<file path="src/rtl/noc_link_vc_buffer_if.sv">
// Link-side bundle of the multi-VC receive buffer: write side (tx_*) and
// show-ahead read side (rx_*). The slave modport is the buffer itself.
interface noc_link_vc_buffer_if #(
   parameter int HDR_W  = 8,
   parameter int PAY_W  = 16,
   parameter int NUM_VC = 2,
   parameter int VCW    = 1
);
   logic              tx_wrreq_i;
   logic [VCW-1:0]    tx_vc_i;
   logic [HDR_W-1:0]  tx_header_i;
   logic [PAY_W-1:0]  tx_payload_i;
   logic [NUM_VC-1:0] tx_stall_o;
   logic [NUM_VC-1:0] tx_almost_full_o;
   logic              tx_overflow_o;
   logic              rx_rdreq_i;
   logic [HDR_W-1:0]  rx_header_o;
   logic [PAY_W-1:0]  rx_payload_o;
   logic [VCW-1:0]    rx_vc_o;
   logic              rx_fifo_empty_o;

   modport slave (
      input  tx_wrreq_i, tx_vc_i, tx_header_i, tx_payload_i, rx_rdreq_i,
      output tx_stall_o, tx_almost_full_o, tx_overflow_o,
      output rx_header_o, rx_payload_o, rx_vc_o, rx_fifo_empty_o
   );

   modport master (
      output tx_wrreq_i, tx_vc_i, tx_header_i, tx_payload_i, rx_rdreq_i,
      input  tx_stall_o, tx_almost_full_o, tx_overflow_o,
      input  rx_header_o, rx_payload_o, rx_vc_o, rx_fifo_empty_o
   );
endinterface

</file>
<file path="src/rtl/noc_link_vc_buffer.sv">
// Multi-VC NoC link receive buffer: one FIFO per virtual channel, one VC
// granted per cycle into a show-ahead output register.
module noc_link_vc_buffer #(
   parameter int NOC_HEADER_SIZE  = 8,
   parameter int NOC_PAYLOAD_SIZE = 16,
   parameter int NUM_VC           = 2,
   parameter int VC_AWIDTH        = 2,
   parameter int AF_MARGIN        = 1,
   parameter int ARB_MODE         = 0,
   parameter int VCW              = (NUM_VC > 1) ? $clog2(NUM_VC) : 1
) (
   input  logic                  clk_i,
   input  logic                  rst_q_i,
   noc_link_vc_buffer_if.slave   link
);
   localparam int DEPTH  = 1 << VC_AWIDTH;
   localparam int DATA_W = NOC_HEADER_SIZE + NOC_PAYLOAD_SIZE;
   localparam logic [VC_AWIDTH:0] FULL_LVL = (VC_AWIDTH + 1)'(DEPTH);
   localparam logic [VC_AWIDTH:0] AF_LVL   = (VC_AWIDTH + 1)'(DEPTH - AF_MARGIN);
   localparam logic [VCW-1:0]     LAST_VC  = VCW'(NUM_VC - 1);

   logic [DATA_W-1:0]      mem [NUM_VC][DEPTH];
   logic [VC_AWIDTH:0]     wptr [NUM_VC];
   logic [VC_AWIDTH:0]     rptr [NUM_VC];
   logic [VC_AWIDTH:0]     count [NUM_VC];
   logic [NUM_VC-1:0]      full;
   logic [NUM_VC-1:0]      almost_full;
   logic [NUM_VC-1:0]      nonempty;
   logic                   any_nonempty;
   logic                   vc_ok;
   logic                   wr_ok;
   logic                   load;
   logic                   found;
   logic [VCW-1:0]         cand;
   logic [VCW-1:0]         grant;
   logic [VCW-1:0]         last_grant;
   logic                   overflow;
   logic                   rx_empty;
   logic [NOC_HEADER_SIZE-1:0]  rx_header;
   logic [NOC_PAYLOAD_SIZE-1:0] rx_payload;
   logic [VCW-1:0]              rx_vc;

   // Occupancy flags decoded from registered pointers only (no same-cycle pop credit).
   always_comb begin
      full        = '0;
      almost_full = '0;
      nonempty    = '0;
      for (int v = 0; v < NUM_VC; v++) begin
         count[v]       = wptr[v] - rptr[v];
         full[v]        = (count[v] == FULL_LVL);
         almost_full[v] = (count[v] >= AF_LVL);
         nonempty[v]    = (count[v] != '0);
      end
   end

   assign any_nonempty = |nonempty;
   // Out-of-range VC indices are treated like a write to a full VC: dropped and flagged.
   assign vc_ok = (int'(link.tx_vc_i) < NUM_VC);
   assign wr_ok = link.tx_wrreq_i & vc_ok & ~full[link.tx_vc_i];
   assign load  = (rx_empty | link.rx_rdreq_i) & any_nonempty;

   // Grant selection: round-robin from last_grant+1, or lowest index first.
   always_comb begin
      grant = '0;
      cand  = '0;
      found = 1'b0;
      for (int i = 0; i < NUM_VC; i++) begin
         if (ARB_MODE == 0) cand = VCW'((int'(last_grant) + 1 + i) % NUM_VC);
         else               cand = VCW'(i);
         if (!found && nonempty[cand]) begin
            grant = cand;
            found = 1'b1;
         end
      end
   end

   // Flit storage; contents are don't-care until written, so no reset.
   always_ff @(posedge clk_i) begin
      if (wr_ok)
         mem[link.tx_vc_i][wptr[link.tx_vc_i][VC_AWIDTH-1:0]] <= {link.tx_header_i, link.tx_payload_i};
   end

   // Pointer and arbitration state; a write and a pop on the same VC both apply.
   always_ff @(posedge clk_i or negedge rst_q_i) begin
      if (!rst_q_i) begin
         for (int v = 0; v < NUM_VC; v++) begin
            wptr[v] <= '0;
            rptr[v] <= '0;
         end
         last_grant <= LAST_VC;
         overflow   <= 1'b0;
      end else begin
         overflow <= link.tx_wrreq_i & ~wr_ok;
         for (int v = 0; v < NUM_VC; v++) begin
            if (wr_ok && (link.tx_vc_i == VCW'(v))) wptr[v] <= wptr[v] + 1'b1;
            if (load && (grant == VCW'(v)))         rptr[v] <= rptr[v] + 1'b1;
         end
         if (load) last_grant <= grant;
      end
   end

   // Show-ahead output register: loads the granted head, holds data when idle.
   always_ff @(posedge clk_i or negedge rst_q_i) begin
      if (!rst_q_i) begin
         rx_empty   <= 1'b1;
         rx_header  <= '0;
         rx_payload <= '0;
         rx_vc      <= '0;
      end else if (load) begin
         rx_empty                <= 1'b0;
         {rx_header, rx_payload} <= mem[grant][rptr[grant][VC_AWIDTH-1:0]];
         rx_vc                   <= grant;
      end else if (link.rx_rdreq_i) begin
         rx_empty <= 1'b1;
      end
   end

   assign link.tx_stall_o       = full;
   assign link.tx_almost_full_o = almost_full;
   assign link.tx_overflow_o    = overflow;
   assign link.rx_header_o      = rx_header;
   assign link.rx_payload_o     = rx_payload;
   assign link.rx_vc_o          = rx_vc;
   assign link.rx_fifo_empty_o  = rx_empty;
endmodule
</file>
<file path="src/flat_wrapper.sv">
// flat-port wrapper written by rule: the top's interface ports become plain ports
module noc_link_vc_buffer_flat 
#(
   parameter int NOC_HEADER_SIZE  = 8,
   parameter int NOC_PAYLOAD_SIZE = 16,
   parameter int NUM_VC           = 2,
   parameter int VC_AWIDTH        = 2,
   parameter int AF_MARGIN        = 1,
   parameter int ARB_MODE         = 0,
   parameter int VCW              = (NUM_VC > 1) ? $clog2(NUM_VC) : 1
)
  (clk_i, rst_q_i, link_tx_wrreq_i, link_tx_vc_i, link_tx_header_i, link_tx_payload_i, link_rx_rdreq_i, link_tx_stall_o, link_tx_almost_full_o, link_tx_overflow_o, link_rx_header_o, link_rx_payload_o, link_rx_vc_o, link_rx_fifo_empty_o);
  noc_link_vc_buffer_if #(.NUM_VC(NUM_VC), .VCW(VCW)) link_i ();
  input  logic clk_i;
  input  logic rst_q_i;
  input wire logic [$bits(link_i.tx_wrreq_i)-1:0] link_tx_wrreq_i;
  input wire logic [$bits(link_i.tx_vc_i)-1:0] link_tx_vc_i;
  input wire logic [$bits(link_i.tx_header_i)-1:0] link_tx_header_i;
  input wire logic [$bits(link_i.tx_payload_i)-1:0] link_tx_payload_i;
  input wire logic [$bits(link_i.rx_rdreq_i)-1:0] link_rx_rdreq_i;
  output wire logic [$bits(link_i.tx_stall_o)-1:0] link_tx_stall_o;
  output wire logic [$bits(link_i.tx_almost_full_o)-1:0] link_tx_almost_full_o;
  output wire logic [$bits(link_i.tx_overflow_o)-1:0] link_tx_overflow_o;
  output wire logic [$bits(link_i.rx_header_o)-1:0] link_rx_header_o;
  output wire logic [$bits(link_i.rx_payload_o)-1:0] link_rx_payload_o;
  output wire logic [$bits(link_i.rx_vc_o)-1:0] link_rx_vc_o;
  output wire logic [$bits(link_i.rx_fifo_empty_o)-1:0] link_rx_fifo_empty_o;
  assign link_i.tx_wrreq_i = link_tx_wrreq_i;
  assign link_i.tx_vc_i = link_tx_vc_i;
  assign link_i.tx_header_i = link_tx_header_i;
  assign link_i.tx_payload_i = link_tx_payload_i;
  assign link_i.rx_rdreq_i = link_rx_rdreq_i;
  assign link_tx_stall_o = link_i.tx_stall_o;
  assign link_tx_almost_full_o = link_i.tx_almost_full_o;
  assign link_tx_overflow_o = link_i.tx_overflow_o;
  assign link_rx_header_o = link_i.rx_header_o;
  assign link_rx_payload_o = link_i.rx_payload_o;
  assign link_rx_vc_o = link_i.rx_vc_o;
  assign link_rx_fifo_empty_o = link_i.rx_fifo_empty_o;
  noc_link_vc_buffer #(.NOC_HEADER_SIZE(NOC_HEADER_SIZE), .NOC_PAYLOAD_SIZE(NOC_PAYLOAD_SIZE), .NUM_VC(NUM_VC), .VC_AWIDTH(VC_AWIDTH), .AF_MARGIN(AF_MARGIN), .ARB_MODE(ARB_MODE), .VCW(VCW)) u_core (.clk_i(clk_i), .rst_q_i(rst_q_i), .link(link_i));
endmodule
</file>
<file path="config.mk">
export PLATFORM = sky130hd
export DESIGN_NAME = noc_link_vc_buffer_flat
export DESIGN_NICKNAME = d
export VERILOG_FILES = /design/src/rtl/noc_link_vc_buffer_if.sv /design/src/rtl/noc_link_vc_buffer.sv /design/src/flat_wrapper.sv
export SDC_FILE = /design/constraint.sdc
export NUM_CORES = 1
export LEC_CHECK = 0
export ABC_AREA = 1
export CAP_MARGIN = 20
export CELL_PAD_IN_SITES_DETAIL_PLACEMENT = 0
export CELL_PAD_IN_SITES_GLOBAL_PLACEMENT = 2
export CORE_AREA = 10 10 229 144
export DETAILED_ROUTE_END_ITERATION = 12
export DIE_AREA = 0 0 239 154
export PLACE_DENSITY_LB_ADDON = 0.08
export SLEW_MARGIN = 10
export SYNTH_ARGS = -nofsm -noshare
export SYNTH_HDL_FRONTEND = slang
export SYNTH_SLANG_ARGS = --single-unit
</file>
<file path="constraint.sdc">
create_clock -name clk_i -period 2.9 [get_ports clk_i]
set_input_delay 0.435 -clock clk_i [delete_from_list [all_inputs] [get_ports clk_i]]
set_output_delay 0.435 -clock clk_i [all_outputs]
set_load 0.01 [all_outputs]
</file>
# Yosys cells after proc, flatten, opt, wreduce, memory -nomap -nowiden

Memory sizes are Yosys's and may differ from the RTL's.
Index checks and enable logic that the tools add are counted.
Widths: inputs -> output; s select.

Output and inout bits: 31
Input bits: 29
Word-level logic and storage cells: 78
Memories: 1
Bits in writable memories: 192
Register bits: 40

Bitwise operators: 12
Magnitude comparators: 10
Mux-type cells: 24
Eq/ne operators: 2
$add $sub $neg: 8
Reduce and logical (&&, ||, !) cells: 11

Memories:

| memory     | words | width | read ports | clocked after Yosys merged registers in | write ports | line                     | text |
|---|---|---|---|---|---|---|---|
| u_core.mem | 2     | 96    | 1          | 0                                       | 1           | noc_link_vc_buffer.sv:22 | `logic [DATA_W-1:0] mem [NUM_VC][DEPTH];` |

Operators with widths:

| kind                | count |
|---|---|
| $mux 96             | 1 |
| $mux 24             | 3 |
| $bmux 24 s2         | 1 |
| $demux 24 s2        | 1 |
| $add 3x1->3 const B | 4 |
| $mux 1              | 12 |
| $mux 2              | 6 |
| $eq 3x3->1 const B  | 2 |
| $ge 3x2->1 const B  | 2 |
| $ge 3x3->1 const B  | 2 |
| $logic_and 1x1->1   | 6 |
| $lt 1x2->1 const B  | 3 |
| $not 2->3           | 2 |
| $reduce_bool 3->1   | 2 |
| $sub 3x3->3         | 2 |
| $ge 2x2->1 const B  | 2 |
| $not 1->1           | 4 |
| $not 1->2           | 2 |
| $and 1x1->1         | 3 |
| $lt 3x1->1 const B  | 1 |
| $add 1x1->1 const B | 2 |
| $reduce_bool 2->1   | 1 |
| $reduce_or 2->1     | 1 |
| $logic_not 1->1     | 1 |
| $or 1x1->1          | 1 |

# Longest topological paths before layout

Gate-level depths: netlist (run 1).

Depth after elaboration: 16
Gate-level depth with buffers: 19

# Worst setup path after synthesis (run 1)

No wires, ideal clock.

Path kind: register to register
From: register u_core.wptr[0] in the netlist's numbering
To: memory u_core.mem[0][0] in the netlist's numbering (enable)
Required time: 2.495 ns
Buffers on the path: 0
Arrival time: 2.686 ns
Period minus slack after synthesis: 3.091 ns
Setup time: 0.405 ns
Slack: -0.191 ns
Stages on the path, launching flop included: 13
Cell sequence: dfrtp_1 > inv_1 > ha_1 > fa_1 > nand2_1 > inv_1 > nand2_1 > nand2_1 > nand2_1 > nand2_1 > nor2_1 > nand2_1 > nor2_1

Word-level cells in the longest chain between the ends: 9

Ends and longest elaborated chain:

| element                                                        | line                     | text |
|---|---|---|
| start: declaration                                             | noc_link_vc_buffer.sv:23 | `logic [VC_AWIDTH:0] wptr [NUM_VC];` |
| start signal: indexed assignment                               | noc_link_vc_buffer.sv:95 | `if (wr_ok && (link.tx_vc_i == VCW'(v))) wptr[v] <= wptr[v] + 1'b1;` |
| $mux 2 (not written as such) (3 in series)                     | noc_link_vc_buffer.sv:80 | `mem[link.tx_vc_i][wptr[link.tx_vc_i][VC_AWIDTH-1:0]] <= {link.tx_header_i, link.tx_payload_i};` |
| $not 2->3 (not written as such)                                | noc_link_vc_buffer.sv:80 |  |
| $ge 3x3->1 (not written as such) or $lt 3x1->1 (tied branches) | noc_link_vc_buffer.sv:80 |  |
| $logic_and 1x1->1 (not written as such)                        | noc_link_vc_buffer.sv:80 |  |
| $mux 24 (not written as such)                                  | noc_link_vc_buffer.sv:80 |  |
| $demux 24 s2                                                   | noc_link_vc_buffer.sv:80 |  |
| $mux 96 (not written as such) *                                | noc_link_vc_buffer.sv:80 |  |
| end: declaration                                               | noc_link_vc_buffer.sv:22 |  |

Mark *: on every way between the ends. The rest lies on a longest branch, timed or not. The select of a mux whose other input is x is not followed.

# Worst setup path after layout (run 1)

From: register u_core.wptr[0] in the netlist's numbering
To: output link_tx_stall_o[1]

Word-level cells in the longest chain between the ends: 2

Ends and longest elaborated chain:

| element          | line                     | text |
|---|---|---|
| $sub 3x3->3      | noc_link_vc_buffer.sv:49 | `count[v] = wptr[v] - rptr[v];` |
| $eq 3x3->1       | noc_link_vc_buffer.sv:50 | `full[v] = (count[v] == FULL_LVL);` |
| end: declaration | flat_wrapper.sv:21       | `output wire logic [$bits(link_i.tx_stall_o)-1:0] link_tx_stall_o;` |

No other way between the ends.

==> summary.txt, run 1 <==
Synthesis
  – Library cells used by synthesis: 28
  – Yosys warns: 0
  – Post-synthesis adder-cell area fraction: 0.01157
  – Simple-gate share of the synthesized area: 0.2582
  – Multiplexer share of the synthesized area: 0
  – Post-synth design cell area: 9948 µm²
  – Sequential element share of the synthesized area: 0.6804
  – Area fraction in compound gates after synthesis: 0.007546
  – Main combinational cell family by area after synthesis: simple AND/OR/NAND/NOR gates
  – Synth Register Bits: about 230
  – Syn_nets: 1010
  – Cells after Synth: 973
  – Syn avg cell area: 10.22 µm²
  – XOR/XNOR Fraction of Synth Area: 0.006163

Hold path
  – Min-Delay Path Class: input port to asynchronous set/reset pin

Route
  – Total iterations of the first detailed-routing run: 5
  – Vias per inst: 4.646
  – Final wirelength: 28460 µm
  – # DRC: 0
  – WL/cell: around 20 µm
  – DRT antenna net count: 0
  – Vias after detailed routing: between 6000 and 7000
  – DRT iter0 DRCs: roughly 430

Clocking
  – Sink Count: 232
  – Num CTS Buffers: 24
  – Clk root buf: clkbuf_16
  – Clock-pin slew on the worst setup and hold paths: ~60 ps
  – H-Tree Depth: 1
  – Clock tree buffer depth: 3
  – TritonCTS clock tree: done
  – Clk_lat worst skew: 550 ps

Setup path
  – Flop2flop setup slack: between 100 and 150 ps
  – Sum of buffers and inverters on the critical path: 3
  – R2R Path Start: u_core.wptr[0]$_DFFE_PN0P_
  – Crit end category: output port
  – Slowest-stage cell, CP: dfrtp_1
  – CP Depth: 8
  – Reg2reg end: u_core.link.rx_header_o[4]$_DFFE_PN0P_
  – Worst-path maximum fanout: 3
  – Startpoint Class: register
  – Crit-path cells: inv_1 > ha_1 > fa_1 > nand3b_2 > nand2_1 > nand2_1 > inv_1 > dlygate4sd2_1
  – Setup crit start: u_core.wptr[0]$_DFFE_PN0P_
  – R2R cell count: 15
  – Crit Path Class: register to output port
  – Crit path largest cell delay: between 300 and 400 ps
  – Worst EP required: 2470 ps
  – Arrival @ worst endpoint: 2320 ps
  – CP endpoint: link_tx_stall_o[1]
  – Crit-path leading delay family: adder cells

Final layout
  – Leading cell type in the layout, fill and taps excluded: nand2_1
  – Fin nets: 1082
  – N_diodes: 0
  – Area growth syn-to-layout: 22.12%
  – Most frequent cells in the layout: nand2_1 (518), edfxtp_1 (192), nand3_1 (102)
  – Share of cells above drive strength 1: 0.08843
  – Finished Cell Area: 12150 µm²

Placed design
  – Area after DPL: approximately 11000 µm²
  – Final HPWL from detailed placement: about 16000 µm
  – Port Buffer Count: between 50 and 60
  – GPL Wtd Cong: slightly above 0.7
  – Setup WS pre-CTS: 148.3 ps

Global route
  – Gr ovfl total: 0
  – Initial antenna violation count: 1
  – Vias in the first global route: 6414
  – First-pass GRT wire length: between 40000 and 50000 µm
  – Total GRT Usage: 0.1519
  – Largest net degree at the start of global routing: 70

STA
  – Setup_tns: 0 ps
  – Final min period: 2752 ps
  – Final Setup Violations: 0
  – Setup ws final: approximately 150 ps
  – Fmax: 363.4 MHz
  – Layout Skew: approximately 18 ps
  – Worst rel slew slack: 0.7192
  – Worst hold margin: 350.4 ps
  – Final Slew Violations: 0
  – Final Hold Fails: 0
  – Unrepaired setup endpoints after global routing: true
  – Fin crit share: 0.9490
  – Worst-margin pin slew: 421.2 ps

Outcome
  – Status: finished, final reports clean

Floorplanning
  – Die ar.: about 37000 µm²
  – Initial Util: 0.3487
  – Core area: around 29000 µm²
  – Num ports: 60
  – Chip Height: 154 µm
  – Row count: 48
  – Die X: ~240 µm

Flow run
  – Max_cap viols: 0
[synth_stat cells]
cell | instances | area, µm²
o21a_1 | 1 | 7.510
buf_2 | 23 | 115.1
dfrtp_1 | 38 | 950.9
xnor2_1 | 2 | 17.52
o211ai_1 | 2 | 15.01
inv_2 | 4 | 15.01
nand4_1 | 1 | 6.260
buf_4 | 7 | 52.55
o22ai_1 | 1 | 6.260
o21ai_0 | 4 | 20.02
buf_1 | 7 | 26.28
buf_6 | 4 | 45.04
a21oi_1 | 2 | 10.01
o21ai_4 | 1 | 16.27
edfxtp_1 | 192 | 5766
dfstp_2 | 2 | 52.55
nand3_4 | 1 | 17.52
nand3_1 | 102 | 510.5
nand3b_2 | 1 | 11.26
nor2_1 | 14 | 52.55
inv_1 | 18 | 67.56
nand2_1 | 520 | 1952
clkbuf_1 | 10 | 37.54
nand2_2 | 2 | 12.51
xor2_1 | 5 | 43.79
ha_1 | 6 | 75.07
or2_1 | 1 | 6.260
fa_1 | 2 | 40.04
[worst min-delay path by stage]
stage	startpoint	end	slack, ps	cells past startpoint
6_report	rst_q_i	u_core.link.rx_header_o[7]$_DFFE_PN0P_	350	2
2_1_floorplan	rst_q_i	u_core.link.rx_header_o[0]$_DFFE_PN0P_	140	0
4_1_cts	rst_q_i	u_core.link.rx_payload_o[15]$_DFFE_PN0P_	340	2
5_1_grt	rst_q_i	u_core.link.rx_payload_o[15]$_DFFE_PN0P_	360	2
3_3_place_gp	u_core.link.rx_payload_o[12]$_DFFE_PN0P_	u_core.link.rx_payload_o[12]$_DFFE_PN0P_	460	2
3_5_place_dp	rst_q_i	u_core.link.rx_header_o[4]$_DFFE_PN0P_	370	1
[timing repair]
item                                   4_1_cts  5_1_grt
gates resized for setup                      3        4
hold buffers                                 1        0
pin swaps                                    0        0
setup endpoints to repair                    3        8
cloned                                       0        2
setup buffers                                0        1
endpoints found under the hold margin        9        0
[kinds of logic after synthesis]
group,after synthesis
AND/OR/NAND/NOR,642
flip-flops,232
buffers and inverters,73
AO/OA/AOI/OAI,11
adder cells (fa/ha/maj),8
XOR/XNOR,7
[layout make-up]
class	instances	area (µm²)
Fill cell	2747	16380
Sequential cell	232	6769
Multi-Input combinational cell	668	2890
Timing Repair Buffer	97	1144
Clock buffer	39	716.9
Tap cell	375	469.2
Inverter	22	82.58
Clock inverter	5	77.57
[state kept, by name (all words and copies together) (netlist names)]
signal / count
u_core.link.rx_vc_o: 1
u_core.link.rx_fifo_empty_o: 1
u_core.link.rx_header_o: 8
u_core.wptr: 6
u_core.rptr: 6
u_core.last_grant: 1
u_core.link.tx_overflow_o: 1
u_core.mem: 192
u_core.link.rx_payload_o: 16
[through the flow]
stage,std cells,util
6_report,1438,0.4259
5_1_grt,1438,0.4259
4_1_cts,1435,0.4231
3_5_place_dp,1390,0.3950
3_3_place_gp,1389,0.3943
2_1_floorplan,973,-
[per-layer routing]
metal,part of all wire,vias to the layer above,track usage
met5,0,-,0
met4,0.014,0,0.03020
met3,0.043,31,0.02410
met2,0.41,105,0.2168
met1,0.53,3195,0.2352
li1,-,3350,-
Power of run 1 is not shown: default switching activity piles up to over one toggle a cycle in this logic, so the estimate is an artifact.
==> run 2: changes to the inputs <==
- GPL_ROUTABILITY_DRIVEN: unset -> 1
- TNS_END_PERCENT: unset -> 1
==> summary.txt, run 2 (synthesis gave the netlist of run 1 again) <==
STA
  – Fmax: roughly 360 MHz
  – Worst-margin pin slew: 918.5 ps
  – Final Slew Violations: 0
  – Final Setup Violations: 0
  – Worst rel slew slack: 0.3876
  – Setup ws final: 139.1 ps
  – Layout Skew: between 20 and 25 ps
  – Fin crit share: 0.9520
  – Unrepaired setup endpoints after global routing: true
  – Worst hold margin: just under 50 ps
  – Final Hold Fails: 0
  – Final min period: around 2800 ps

Route
  – DRT antenna net count: 0
  – Vias after detailed routing: approximately 6600
  – WL/cell: around 19 µm
  – DRT iter0 DRCs: around 380
  – Vias per inst: 4.564
  – Total iterations of the first detailed-routing run: 4
  – # DRC: 0
  – Final wirelength: 27640 µm

Setup path
  – Crit Path Class: register to output port
  – R2R cell count: 13
  – Startpoint Class: register
  – Reg2reg end: u_core.link.rx_header_o[1]$_DFFE_PN0P_
  – Arrival @ worst endpoint: between 2000 and 2500 ps
  – Setup crit start: u_core.rptr[3]$_DFFE_PN0P_
  – R2R Path Start: u_core.rptr[0]$_DFFE_PN0P_
  – Flop2flop setup slack: 180 ps
  – Worst-path maximum fanout: 2
  – Worst EP required: between 2000 and 2500 ps
  – Crit end category: output port

Final layout
  – Area growth syn-to-layout: 21.73%
  – Share of cells above drive strength 1: 0.08860
  – Fin nets: approximately 1100
  – Filler instances: approximately 2800
  – Max reg flops: roughly 190
  – Leading cell type in the layout, fill and taps excluded: nand2_1
  – N_diodes: 0
  – Most frequent cells in the layout: nand2_1 (517), edfxtp_1 (192), nand3_1 (102)

Outcome
  – Status: finished, final reports clean

Floorplanning
  – Chip Height: roughly 150 µm
  – Num ports: 60
  – Initial Util: 0.3487
  – Core area: about 29000 µm²
  – Die ar.: about 37000 µm²
  – Row count: 48
  – Die X: 239 µm

Clocking
  – Clock tree buffer depth: 3
  – Num CTS Buffers: 24
  – TritonCTS clock tree: done
  – Clk_lat worst skew: 540 ps
  – Sink Count: between 200 and 250
  – Hold Buf Count CTS: 0
  – Clk root buf: clkbuf_16
  – H-Tree Depth: 1
  – Clock-pin slew on the worst setup and hold paths: about 70 ps

Global route
  – Largest net degree at the start of global routing: 76
  – Initial antenna violation count: 0
  – Gr ovfl total: 0
  – Vias in the first global route: 6499
  – First-pass GRT wire length: around 42000 µm
  – Total GRT Usage: 0.1482

Hold path
  – Min-Delay Path Class: input port to asynchronous set/reset pin

Flow run
  – Max_cap viols: 0

Placed design
  – Setup WS pre-CTS: between 100 and 150 ps
  – Final HPWL from detailed placement: 15550 µm
  – GPL Wtd Cong: roughly 0.72
  – Port Buffer Count: 59
[run 2: layout make-up]
type,count,area (µm²),area share
clock inverter,15,152.6,0.01260
clock buffer,29,639.4,0.05279
inverter,22,82.58,0.006819
tap,375,469.2,0.03874
multi-input combinational,668,2913,0.2405
timing repair buffer,95,1085,0.08958
sequential,232,6769,0.5589
[run 2: repair_timing]
| item | CTS | global route |
|---|---|---|
| gates resized for setup | 3 | 4 |
| pin swaps | 0 | 1 |
| cloned | 0 | 1 |
| setup buffers | 1 | 0 |
| endpoints found under the setup margin | 2 | 10 |
[run 2: routing by layer]
metal / share of wire / wire length, µm / global-route usage
met4: 0.014 / 400 / 0.02477
met2: 0.42 / 11480 / 0.2201
met1: 0.54 / 14820 / 0.2236
met3: 0.034 / 936 / 0.02446
met5: 0 / 0 / 0
[run 2: worst max-delay path, stage by stage (launching register included)]
cell and delay (ps):
dfrtp_1 380, ha_1 210, fa_1 450, o211ai_1 210, clkdlybuf4s50_1 570
[run 2: how the worst max path moves through the flow]
stage	endpoint	slack, ps	cells after the start
3_3_place_gp	u_core.link.rx_payload_o[15]$_DFFE_PN0P_	150	16
4_1_cts	link_tx_stall_o[0]	6	7
5_1_grt	u_core.link.rx_payload_o[15]$_DFFE_PN0P_	-8	17
3_5_place_dp	u_core.link.rx_payload_o[15]$_DFFE_PN0P_	130	17
2_1_floorplan	u_core.mem[0][0]$_DFFE_PP_	-190	12
6_report	link_tx_almost_full_o[0]	140	4
[run 2: through the flow]
step,instance area (µm²),util,std cells,setup TNS [ps]
final,12110,0.4245,1436,0
after global routing,12110,0.4245,1436,-8.387
after global placement,11260,0.3948,1390,0
after CTS,12070,0.4231,1435,0
after floorplan,9948,-,973,-24080
after detailed placement,11260,0.3948,1390,0
Power of run 2 is left out for the same reason.
==> run 3: changes to the inputs <==
- CTS_CLUSTER_SIZE: unset -> 12
==> summary.txt, run 3 (synthesis gave the netlist of run 1 again) <==
Setup path
  – CP most frequent cell: nand2_1
  – Flop2flop setup slack: ~190 ps
  – Startpoint Class: register
  – Worst EP required: about 3400 ps
  – Crit path largest cell delay: around 500 ps
  – Arrival @ worst endpoint: around 3200 ps
  – Slowest-stage cell, CP: fa_1
  – Reg2reg end: u_core.link.rx_payload_o[15]$_DFFE_PN0P_
  – Crit Path Class: register to register
  – Setup crit start: u_core.rptr[3]$_DFFE_PN0P_
  – Crit-path cells: ha_1 > fa_1 > nand2_1 > inv_1 > nand3_1 > nand2_4 > buf_4 > nand3_1 > nand2_2 > buf_12 > nand2_1 > nand2_1 > nand2_1 > nand2_1 > nand2_1 > nand2_1
  – Crit end category: register
  – Worst-path maximum fanout: 26
  – R2R cell count: 16
  – R2R Path Start: u_core.rptr[3]$_DFFE_PN0P_
  – CP endpoint: u_core.link.rx_payload_o[15]$_DFFE_PN0P_

STA
  – Worst rel slew slack: 0.3875
  – Unrepaired setup endpoints after global routing: true
  – Setup_tns: 0 ps
  – Final Hold Fails: 0
  – Final Setup Violations: 0
  – Fmax: 368.5 MHz
  – Final min period: 2713 ps
  – Final Slew Violations: 0
  – Worst-margin pin slew: about 920 ps
  – Layout Skew: around 16 ps
  – Fin crit share: 0.9357

Floorplanning
  – Initial Util: 0.3487
  – Core area: ~29000 µm²
  – Die ar.: approximately 37000 µm²
  – Chip Height: 154 µm
  – Num ports: 60
  – Die X: ~240 µm
  – Row count: 48

Clocking
  – Hold Buf Count CTS: 0
  – Num CTS Buffers: 25
  – Clk_lat worst skew: about 550 ps
  – TritonCTS clock tree: done
  – Sink Count: 232
  – Clock-pin slew on the worst setup and hold paths: around 70 ps
  – Clock tree buffer depth: 3
  – Clk root buf: clkbuf_16
  – H-Tree Depth: 1

Route
  – Vias per inst: between 4 and 5
  – DRT iter0 DRCs: about 420
  – Total iterations of the first detailed-routing run: 5
  – Vias after detailed routing: approximately 6500
  – WL/cell: between 15 and 20 µm
  – # DRC: 0
  – DRT antenna net count: 0
  – Final wirelength: 27660 µm

Global route
  – Gr ovfl total: 0
  – Initial antenna violation count: 0
  – Largest net degree at the start of global routing: 76
  – First-pass GRT wire length: ~42000 µm
  – Vias in the first global route: roughly 6500
  – Total GRT Usage: 0.1483

Placed design
  – GPL Wtd Cong: 0.7187
  – Port Buffer Count: 59
  – Final HPWL from detailed placement: about 16000 µm

Flow run
  – Max_cap viols: 0

Final layout
  – Fin nets: 1081
  – Post-layout util: 0.4232
  – Area growth syn-to-layout: 21.34%
  – Max reg flops: between 150 and 200
  – Share of cells above drive strength 1: 0.08671
  – N_diodes: 0
  – Leading cell type in the layout, fill and taps excluded: nand2_1
  – Most frequent cells in the layout: nand2_1 (517), edfxtp_1 (192), nand3_1 (102)

Hold path
  – Min-Delay Path Class: input port to asynchronous set/reset pin

Outcome
  – Status: finished, final reports clean
==> run 3: changes by cell type in the layout (fill, tap and decap cells not counted) <==
| cell | before | now |
|---|---|---|
| clkbuf_1 | 3 | 9 |
| inv_16 | 0 | 1 |
| clkinv_1 | 7 | 3 |
| clkinv_8 | 1 | 0 |
| clkbuf_8 | 2 | 1 |
| clkbuf_16 | 25 | 26 |
| clkdlybuf4s50_1 | 55 | 54 |
| bufinv_16 | 3 | 1 |
| dlygate4sd2_1 | 2 | 3 |
==> run 3: area by class of cell <==
cell class              instances  area, µm²
fillers                      2809      16460
flip-flops and latches        232       6769
multi-input cells             668       2913
repair buffers                 95       1084
clock buffers                  35      673.1
well taps                     375      469.2
inverters                      22      82.58
clock inverters                 9      81.33
==> run 3: stage by stage <==
| stage | instance area, µm² | cells | hold slack [ps] | setup WS (ps) |
|---|---|---|---|---|
| after global placement | 11260 | 1390 | 461.3 | 154.6 |
| after CTS | 12030 | 1435 | 49.51 | 74.08 |
| final | 12070 | 1436 | 34.89 | 186.6 |
| after global routing | 12070 | 1436 | 81.33 | -8.437 |
| after floorplan | 9948 | 973 | 139.4 | -190.5 |
| after detailed placement | 11260 | 1390 | 465.4 | 132.2 |
==> run 3: critical path, delay by kind of cell, from the launching register on <==
family | cells | cell delay (ps)
AND/OR/NAND/NOR | 11 | 1100
flip-flops | 1 | 380
buffers and inverters | 3 | 440
adder cells (fa/ha/maj) | 2 | 710
==> run 3: worst min path at each step <==
stage,start,end,slack [ps],depth (start not counted)
5_1_grt,rst_q_i,u_core.link.rx_header_o[2]$_DFFE_PN0P_,80,1
4_1_cts,rst_q_i,u_core.link.rx_header_o[0]$_DFFE_PN0P_,50,1
2_1_floorplan,rst_q_i,u_core.link.rx_header_o[0]$_DFFE_PN0P_,140,0
6_report,rst_q_i,u_core.link.rx_header_o[0]$_DFFE_PN0P_,30,1
3_3_place_gp,u_core.link.rx_payload_o[12]$_DFFE_PN0P_,u_core.link.rx_payload_o[12]$_DFFE_PN0P_,460,2
3_5_place_dp,u_core.link.rx_payload_o[12]$_DFFE_PN0P_,u_core.link.rx_payload_o[12]$_DFFE_PN0P_,470,2
==> run 3: what timing repair did <==
| action | 4_1_cts | 5_1_grt |
|---|---|---|
| pin swaps | 0 | 1 |
| endpoints found under the setup margin | 3 | 10 |
| setup buffers | 1 | 0 |
| gates cloned | 0 | 1 |
| gates resized for setup | 4 | 4 |
==> run 3: metal layers <==
layer,global-route usage,up-vias,part of all wire
met5,0,-,0
met4,0.02567,0,0.014
met3,0.02356,27,0.034
met2,0.2217,100,0.42
met1,0.2228,3054,0.53
li1,-,3344,-
Power of run 3 is left out for the same reason.
